$ cat config.mk
export PLATFORM = sky130hd
export DESIGN_NAME = mppt_po_tracker
export DESIGN_NICKNAME = d
export VERILOG_FILES = /design/src/rtl/mppt_pkg.sv /design/src/rtl/mppt_pwm_gen.sv /design/src/rtl/mppt_po_tracker.sv
export SDC_FILE = /design/constraint.sdc
export NUM_CORES = 1
export LEC_CHECK = 0
export CORE_MARGIN = 2
export CORE_UTILIZATION = 30
export CTS_CLUSTER_SIZE = 10
export DETAILED_ROUTE_END_ITERATION = 8
export PLACE_DENSITY_LB_ADDON = 0.3
export SLEW_MARGIN = 10
export SYNTH_ARGS = -nofsm -noshare
export SYNTH_HDL_FRONTEND = slang
export SYNTH_HIERARCHICAL = 1
export SYNTH_SLANG_ARGS = --single-unit
$ cat constraint.sdc
create_clock -name i_clk -period 9.35 [get_ports i_clk]
set_input_delay 1.87 -clock i_clk [delete_from_list [all_inputs] [get_ports i_clk]]
set_output_delay 1.87 -clock i_clk [all_outputs]
set_load 0.02 [all_outputs]
$ cat src/rtl/mppt_pkg.sv
// Shared types and default widths for the perturb-and-observe MPPT tracker.
package mppt_pkg;

   typedef enum logic [2:0] {
      ST_IDLE        = 3'd0,
      ST_WAIT_SAMPLE = 3'd1,
      ST_MULT        = 3'd2,
      ST_COMPARE     = 3'd3,
      ST_SETTLE      = 3'd4
   } mppt_state_e;

   localparam int unsigned DATA_W_DEF  = 8;
   localparam int unsigned DUTY_W_DEF  = 8;
   localparam int unsigned POWER_W_DEF = 2 * DATA_W_DEF;

   // Bits needed to hold values 0 .. n-1, never less than one.
   function automatic int unsigned cnt_width(input int unsigned n);
      return (n <= 32'd2) ? 32'd1 : $clog2(n);
   endfunction

endpackage

$ cat src/rtl/mppt_pwm_gen.sv
// Free-running PWM generator for the duty word; only present when MPPT_PWM_EN is defined.
`ifdef MPPT_PWM_EN
module mppt_pwm_gen
   import mppt_pkg::*;
#(
   parameter int unsigned DUTY_W = DUTY_W_DEF
) (
   input  logic              i_clk,
   input  logic              i_rst_n,
   input  logic [DUTY_W-1:0] i_duty,
   output logic              o_pwm
);

   logic [DUTY_W-1:0] r_cnt;
   logic              r_pwm;

   // Counter wraps naturally at 2^DUTY_W-1 and runs regardless of tracker enable.
   always_ff @(posedge i_clk or negedge i_rst_n) begin
      if (!i_rst_n) begin
         r_cnt <= {DUTY_W{1'b0}};
         r_pwm <= 1'b0;
      end else begin
         r_cnt <= r_cnt + DUTY_W'(1);
         r_pwm <= (r_cnt < i_duty);
      end
   end

   assign o_pwm = r_pwm;

endmodule
`endif

$ cat src/rtl/mppt_po_tracker.sv
// Perturb-and-observe MPPT tracker: samples V/I, computes P, steps a clamped duty word.
// Optional PWM drive is built when MPPT_PWM_EN is defined; otherwise o_pwm_out is tied low.
module mppt_po_tracker
   import mppt_pkg::*;
#(
   parameter int unsigned DATA_W     = DATA_W_DEF,
   parameter int unsigned DUTY_W     = DUTY_W_DEF,
   parameter int unsigned DUTY_INIT  = 128,
   parameter int unsigned DUTY_MIN   = 16,
   parameter int unsigned DUTY_MAX   = 240,
   parameter int unsigned STEP       = 4,
   parameter int unsigned SETTLE_CYC = 16
) (
   input  logic                  i_clk,
   input  logic                  i_rst_n,
   input  logic                  i_ena,
   input  logic                  i_sample_valid,
   input  logic [DATA_W-1:0]     i_v_in,
   input  logic [DATA_W-1:0]     i_i_in,
   output logic                  o_sample_ready,
   output logic [DUTY_W-1:0]     o_duty,
   output logic                  o_duty_valid,
   output logic                  o_dir,
   output logic [2*DATA_W-1:0]   o_power_out,
   output logic                  o_pwm_out
);

   localparam int unsigned POWER_W = 2 * DATA_W;
   localparam int unsigned DSUM_W  = DUTY_W + 1;
   localparam int unsigned CNT_W   = cnt_width(SETTLE_CYC);

   mppt_state_e          r_state;
   mppt_state_e          w_state_nxt;
   logic [DATA_W-1:0]    r_v;
   logic [DATA_W-1:0]    r_i;
   logic [POWER_W-1:0]   r_power;
   logic [POWER_W-1:0]   r_prev;
   logic [DUTY_W-1:0]    r_duty;
   logic [DUTY_W-1:0]    w_duty_nxt;
   logic                 r_dir;
   logic                 w_dir_nxt;
   logic                 r_first;
   logic                 r_duty_valid;
   logic [CNT_W-1:0]     r_settle_cnt;
   logic                 w_do_step;
   logic                 w_step_dir;
   logic [DSUM_W-1:0]    w_up;
   logic [DSUM_W-1:0]    w_dn;

   // Dropping enable forces IDLE from any state; otherwise walk the sample/compute/settle loop.
   always_comb begin
      w_state_nxt = r_state;
      if (!i_ena) begin
         w_state_nxt = ST_IDLE;
      end else begin
         case (r_state)
            ST_IDLE:        w_state_nxt = ST_WAIT_SAMPLE;
            ST_WAIT_SAMPLE: begin
               if (i_sample_valid) begin
                  w_state_nxt = ST_MULT;
               end else begin
                  w_state_nxt = ST_WAIT_SAMPLE;
               end
            end
            ST_MULT:        w_state_nxt = ST_COMPARE;
            ST_COMPARE:     w_state_nxt = ST_SETTLE;
            ST_SETTLE: begin
               if (r_settle_cnt == {CNT_W{1'b0}}) begin
                  w_state_nxt = ST_WAIT_SAMPLE;
               end else begin
                  w_state_nxt = ST_SETTLE;
               end
            end
            default:        w_state_nxt = ST_IDLE;
         endcase
      end
   end

   // Perturb-and-observe decision: the first sample has no history, equal power holds still.
   always_comb begin
      w_do_step  = 1'b0;
      w_step_dir = r_dir;
      if (r_first) begin
         w_do_step  = 1'b1;
         w_step_dir = r_dir;
      end else if (r_power > r_prev) begin
         w_do_step  = 1'b1;
         w_step_dir = r_dir;
      end else if (r_power < r_prev) begin
         w_do_step  = 1'b1;
         w_step_dir = ~r_dir;
      end else begin
         w_do_step  = 1'b0;
         w_step_dir = r_dir;
      end
   end

   // One extra bit so an overshoot above DUTY_MAX or a wrap below zero is visible.
   assign w_up = {1'b0, r_duty} + DSUM_W'(STEP);
   assign w_dn = {1'b0, r_duty} - DSUM_W'(STEP);

   // Saturate into [DUTY_MIN, DUTY_MAX]; hitting a rail bounces the direction.
   always_comb begin
      w_duty_nxt = r_duty;
      w_dir_nxt  = w_step_dir;
      if (!w_do_step) begin
         w_duty_nxt = r_duty;
         w_dir_nxt  = w_step_dir;
      end else if (w_step_dir) begin
         if (w_up > DSUM_W'(DUTY_MAX)) begin
            w_duty_nxt = DUTY_W'(DUTY_MAX);
            w_dir_nxt  = 1'b0;
         end else begin
            w_duty_nxt = w_up[DUTY_W-1:0];
            w_dir_nxt  = 1'b1;
         end
      end else begin
         if (w_dn[DUTY_W] || (w_dn < DSUM_W'(DUTY_MIN))) begin
            w_duty_nxt = DUTY_W'(DUTY_MIN);
            w_dir_nxt  = 1'b1;
         end else begin
            w_duty_nxt = w_dn[DUTY_W-1:0];
            w_dir_nxt  = 1'b0;
         end
      end
   end

   // FSM state register.
   always_ff @(posedge i_clk or negedge i_rst_n) begin
      if (!i_rst_n) begin
         r_state <= ST_IDLE;
      end else begin
         r_state <= w_state_nxt;
      end
   end

   // Datapath registers; with enable low everything holds and no pulse is produced.
   always_ff @(posedge i_clk or negedge i_rst_n) begin
      if (!i_rst_n) begin
         r_v          <= {DATA_W{1'b0}};
         r_i          <= {DATA_W{1'b0}};
         r_power      <= {POWER_W{1'b0}};
         r_prev       <= {POWER_W{1'b0}};
         r_duty       <= DUTY_W'(DUTY_INIT);
         r_dir        <= 1'b1;
         r_first      <= 1'b1;
         r_duty_valid <= 1'b0;
         r_settle_cnt <= {CNT_W{1'b0}};
      end else begin
         r_duty_valid <= 1'b0;
         if (i_ena) begin
            case (r_state)
               ST_WAIT_SAMPLE: begin
                  if (i_sample_valid) begin
                     r_v <= i_v_in;
                     r_i <= i_i_in;
                  end
               end
               ST_MULT: begin
                  r_power <= POWER_W'(r_v) * POWER_W'(r_i);
               end
               ST_COMPARE: begin
                  r_duty       <= w_duty_nxt;
                  r_dir        <= w_dir_nxt;
                  r_prev       <= r_power;
                  r_first      <= 1'b0;
                  r_duty_valid <= 1'b1;
                  r_settle_cnt <= CNT_W'(SETTLE_CYC - 1);
               end
               ST_SETTLE: begin
                  if (r_settle_cnt != {CNT_W{1'b0}}) begin
                     r_settle_cnt <= r_settle_cnt - CNT_W'(1);
                  end
               end
               default: begin
               end
            endcase
         end
      end
   end

   assign o_sample_ready = (r_state == ST_WAIT_SAMPLE) && i_ena;
   assign o_duty         = r_duty;
   assign o_duty_valid   = r_duty_valid;
   assign o_dir          = r_dir;
   assign o_power_out    = r_power;

`ifdef MPPT_PWM_EN
   logic w_pwm;

   mppt_pwm_gen #(
      .DUTY_W (DUTY_W)
   ) u_pwm (
      .i_clk   (i_clk),
      .i_rst_n (i_rst_n),
      .i_duty  (r_duty),
      .o_pwm   (w_pwm)
   );

   assign o_pwm_out = w_pwm;
`else
   assign o_pwm_out = 1'b0;
`endif

endmodule

==> Flow_metrics.wiki <==
{| class="wikitable"
! Metric !! Value
|-
| Footprint of the multi-input gates || roughly 0.0034 mm²
|-
| DIE WIDTH || 138 µm
|-
| Total met2 wirelength after detailed routing || between 5000 and 6000 µm
|-
| Clock network latency to the later pin of the worst-skew pair || about 0.34 ns
|-
| Routability-driven placement congestion ratio || around 0.80
|-
| Net count, final || approximately 730
|-
| Pin slew with the least headroom to its limit || around 0.84 ns
|-
| CP Launch Type || primary input
|-
| CTS Root Cell || clkbuf_16
|-
| Kind of path behind the tightest hold check || reg2reg
|-
| Count of buffers inserted at the top-level ports || between 40 and 50
|-
| CTS tree || done
|-
| Starting DRC count in detailed routing || roughly 130
|-
| Number of warning messages in the yosys log || 6
|-
| Max Root-Sink Buffers || 2
|-
| Pin count of the biggest net entering global routing || 65
|-
| Highest Clock Rate || 188 MHz
|-
| Number of antenna violations at the first check in global routing || 0
|-
| Total inserted antenna cells || 0
|-
| Clock sink total || 64
|-
| Post-CTS sizing || 0
|-
| Synth top cells by count || nand2_1 (73), inv_1 (72), dfrtp_1 (61), ha_1 (56), and2_1 (49)
|-
| First-pass DRT Iterations || 4
|-
| Die ar. || approximately 0.019 mm²
|-
| Minimum period implied by the final worst setup slack || between 5 and 6 ns
|-
| Fin. Hold Viols || 0
|-
| Seq. cell area || between 0.0015 and 0.002 mm²
|-
| Outcome || finished, final reports clean
|-
| Core Region || between 0.015 and 0.02 mm²
|-
| Final setup viols || 0
|-
| Die Ht || between 100 and 150 µm
|-
| Count of flip-flops with a built-in enable after synthesis || 0
|-
| Post-CTS clock slew at the launch and capture registers of the worst setup and hold paths || 0.06 ns
|-
| Path type of the worst setup path || in2out
|-
| Number of cells produced by synthesis || around 570
|-
| Number of distinct library cell variants in the gate-level netlist after synthesis || 55
|-
| Remaining number of nets flagged by the antenna check after routing || 0
|-
| Required time of the worst setup path || roughly 7.5 ns
|-
| Global routing usage summed across all routing layers || between 10% and 20%
|-
| Number of buffers created by CTS || 9
|-
| Number of buffers added to fix hold violations after cts || 0
|-
| Number of max-slew violations in the final report || 0
|-
| Cell with the most instances after synthesis || nand2_1
|-
| Period Utilization, post-route || about 57%
|-
| Average cell area after synthesis || about 9.4 µm²
|-
| Worst Clk Skew || 0.0116 ns
|-
| Final routed DRC violation total || 0
|-
| Synth Cell Area || about 0.0054 mm²
|-
| Worst setup EP type || primary output
|-
| Global-route wire length before repair || 19400 µm
|-
| Main flop type after synthesis || dfrtp_1
|-
| Routed met3 length || between 300 and 400 µm
|-
| Flops & latches, synth || 64
|-
| Number of setup buffers added after CTS || 0
|-
| R2R Setup Slk || around 4.7 ns
|-
| Total vias in the final route || just under 4000
|-
| Max Cap Violations || 0
|-
| Summed negative setup slack over all endpoints || 0 ns
|-
| RSZ-0062 raised after global routing || no
|-
| Post-Route WL || 11200 µm
|-
| Cell type contributing the most total cell area after synthesis || dfrtp_1
|-
| Max-slew headroom at the worst pin || 43.7%
|-
| Number of global-route vias before repair || roughly 4000
|-
| Share of synthesized area occupied by flip-flops and latches || between 20% and 30%
|-
| Met1 wire length || between 5000 and 6000 µm
|-
| Total congestion overflow after global routing || 0
|-
| CTS HTree Levels || 3
|-
| Wire length per cell || about 13 µm
|-
| Arr. time, crit path || approximately 3.5 ns
|-
| Number of fillers in the final layout || ~1700
|-
| Area growth syn-to-layout || 17.9%
|-
| Top-Level Pins || 48
|-
| Share of the synthesized area in the top cell type || about 28%
|-
| Max FO, Critical Path || 4
|-
| Half-perimeter wire length of the detailed placement result || 8710 µm
|-
| FP Rows || 48
|-
| Cells taking the most area after synthesis || dfrtp_1 (28%), fa_1 (13%), ha_1 (13%), and2_1 (5.7%), nand2_1 (5.1%)
|-
| Highest Signal Layer || met4
|-
| Share of post-route cells with drive strength above 1 || roughly 9%
|-
| Initial Util || just over 30%
|-
| Avg Vias per Cell || 4.67
|-
| Share of synthesized registers carrying an async set or reset || 100%
|}
## registers in the layout, summed over array words and instances (netlist names)
name / flops
o_power_out: 16
r_first: 1
o_dir: 1
r_prev: 16
r_state: 3
o_duty_valid: 1
r_settle_cnt: 4
r_i: 8
o_duty: 6
r_v: 8
## path summary, 6_finish.rpt
path | from | to | cells past startpoint
max reg2reg | r_i[4]$_DFFE_PN0P_ | o_power_out[13]$_DFFE_PN0P_ | 14
min in group asynchronous | i_rst_n | r_i[4]$_DFFE_PN0P_ | 2
min | r_prev[0]$_DFFE_PN0P_ | r_prev[0]$_DFFE_PN0P_ | 2
max | i_ena | o_sample_ready | 5
min reg2reg | r_prev[0]$_DFFE_PN0P_ | r_prev[0]$_DFFE_PN0P_ | 2
max in group asynchronous | i_rst_n | o_power_out[13]$_DFFE_PN0P_ | 2
## cells in the final DEF, fill, tap and decap left out, types with 3 or more instances in the layout
| master | netlist | final |
|---|---|---|
| a211oi_1 | 5 | 5 |
| a21o_1 | 4 | 4 |
| a21oi_1 | 15 | 15 |
| a31oi_1 | 6 | 6 |
| and2_1 | 49 | 49 |
| and3_1 | 3 | 3 |
| clkbuf_16 | 0 | 9 |
| clkdlybuf4s50_1 | 0 | 43 |
| conb_1 | 1 | 3 |
| dfrtp_1 | 61 | 61 |
| dfstp_2 | 3 | 3 |
| fa_1 | 36 | 36 |
| ha_1 | 56 | 56 |
| inv_1 | 72 | 72 |
| mux2_2 | 21 | 21 |
| mux2i_1 | 5 | 5 |
| nand2_1 | 73 | 73 |
| nand2b_1 | 3 | 3 |
| nand3_1 | 9 | 9 |
| nand3b_1 | 4 | 4 |
| nand4_1 | 3 | 3 |
| nor2_1 | 19 | 19 |
| nor2b_1 | 5 | 5 |
| nor3_1 | 9 | 9 |
| o21a_1 | 6 | 6 |
| o21ai_0 | 36 | 36 |
| o21bai_1 | 3 | 3 |
| o31ai_1 | 3 | 3 |
| or3_1 | 7 | 7 |
| xnor2_1 | 4 | 4 |
| xor2_1 | 5 | 5 |
## stage by stage
step	setup slack, ns	instances	util (%)	instance area [µm²]	hold slack (ns)
2_1_floorplan	4.95	576	-	5380	0.454
3_3_place_gp	4.08	830	34.7	6040	0.467
3_5_place_dp	4.05	830	34.7	6040	0.491
4_1_cts	4.03	846	36.4	6340	0.504
5_1_grt	3.90	846	36.4	6340	0.516
6_report	4.02	846	36.4	6340	0.499
## layer usage
layer / vias up / GRT usage, %
met5: - / 0
met4: 0 / 4.14
met3: 10 / 2.96
met2: 58 / 21.5
met1: 1886 / 16.9
li1: 1999 / -
## worst max-delay path, stage by stage
cell and delay [ns]:
clkdlybuf4s50_1 0.49, nor2b_1 0.27, nand2_1 0.09, nor2_1 0.13
clkdlybuf4s50_1 0.62
## cells by family (layout without fill, tap and decap cells)
family / Yosys count / after routing / synth area share (%)
AOI/OAI and AO/OA: 101 / 101 / 12.3
xor gates and xnor gates: 10 / 10 / 1.77
adders and majority gates: 92 / 92 / 26.4
buffers and inverters: 89 / 134 / 6.42
DFF: 64 / 64 / 29.9
muxes: 26 / 26 / 5.33
other: 1 / 3 / 0.0698
and+or+nand+nor: 191 / 191 / 17.8
## layout make-up
cell class | count | share of cell area [%]
Timing Repair Buffer | 46 | 7.11
Tap cell | 225 | 4.44
Clock inverter | 5 | 0.888
Sequential cell | 64 | 25.3
Inverter | 72 | 4.26
Clock buffer | 11 | 3.83
Multi-Input combinational cell | 423 | 54.1
Power is left out: the tool's default activity adds up to more than one toggle a clock period on the data nets, which glitch-free logic cannot reach.
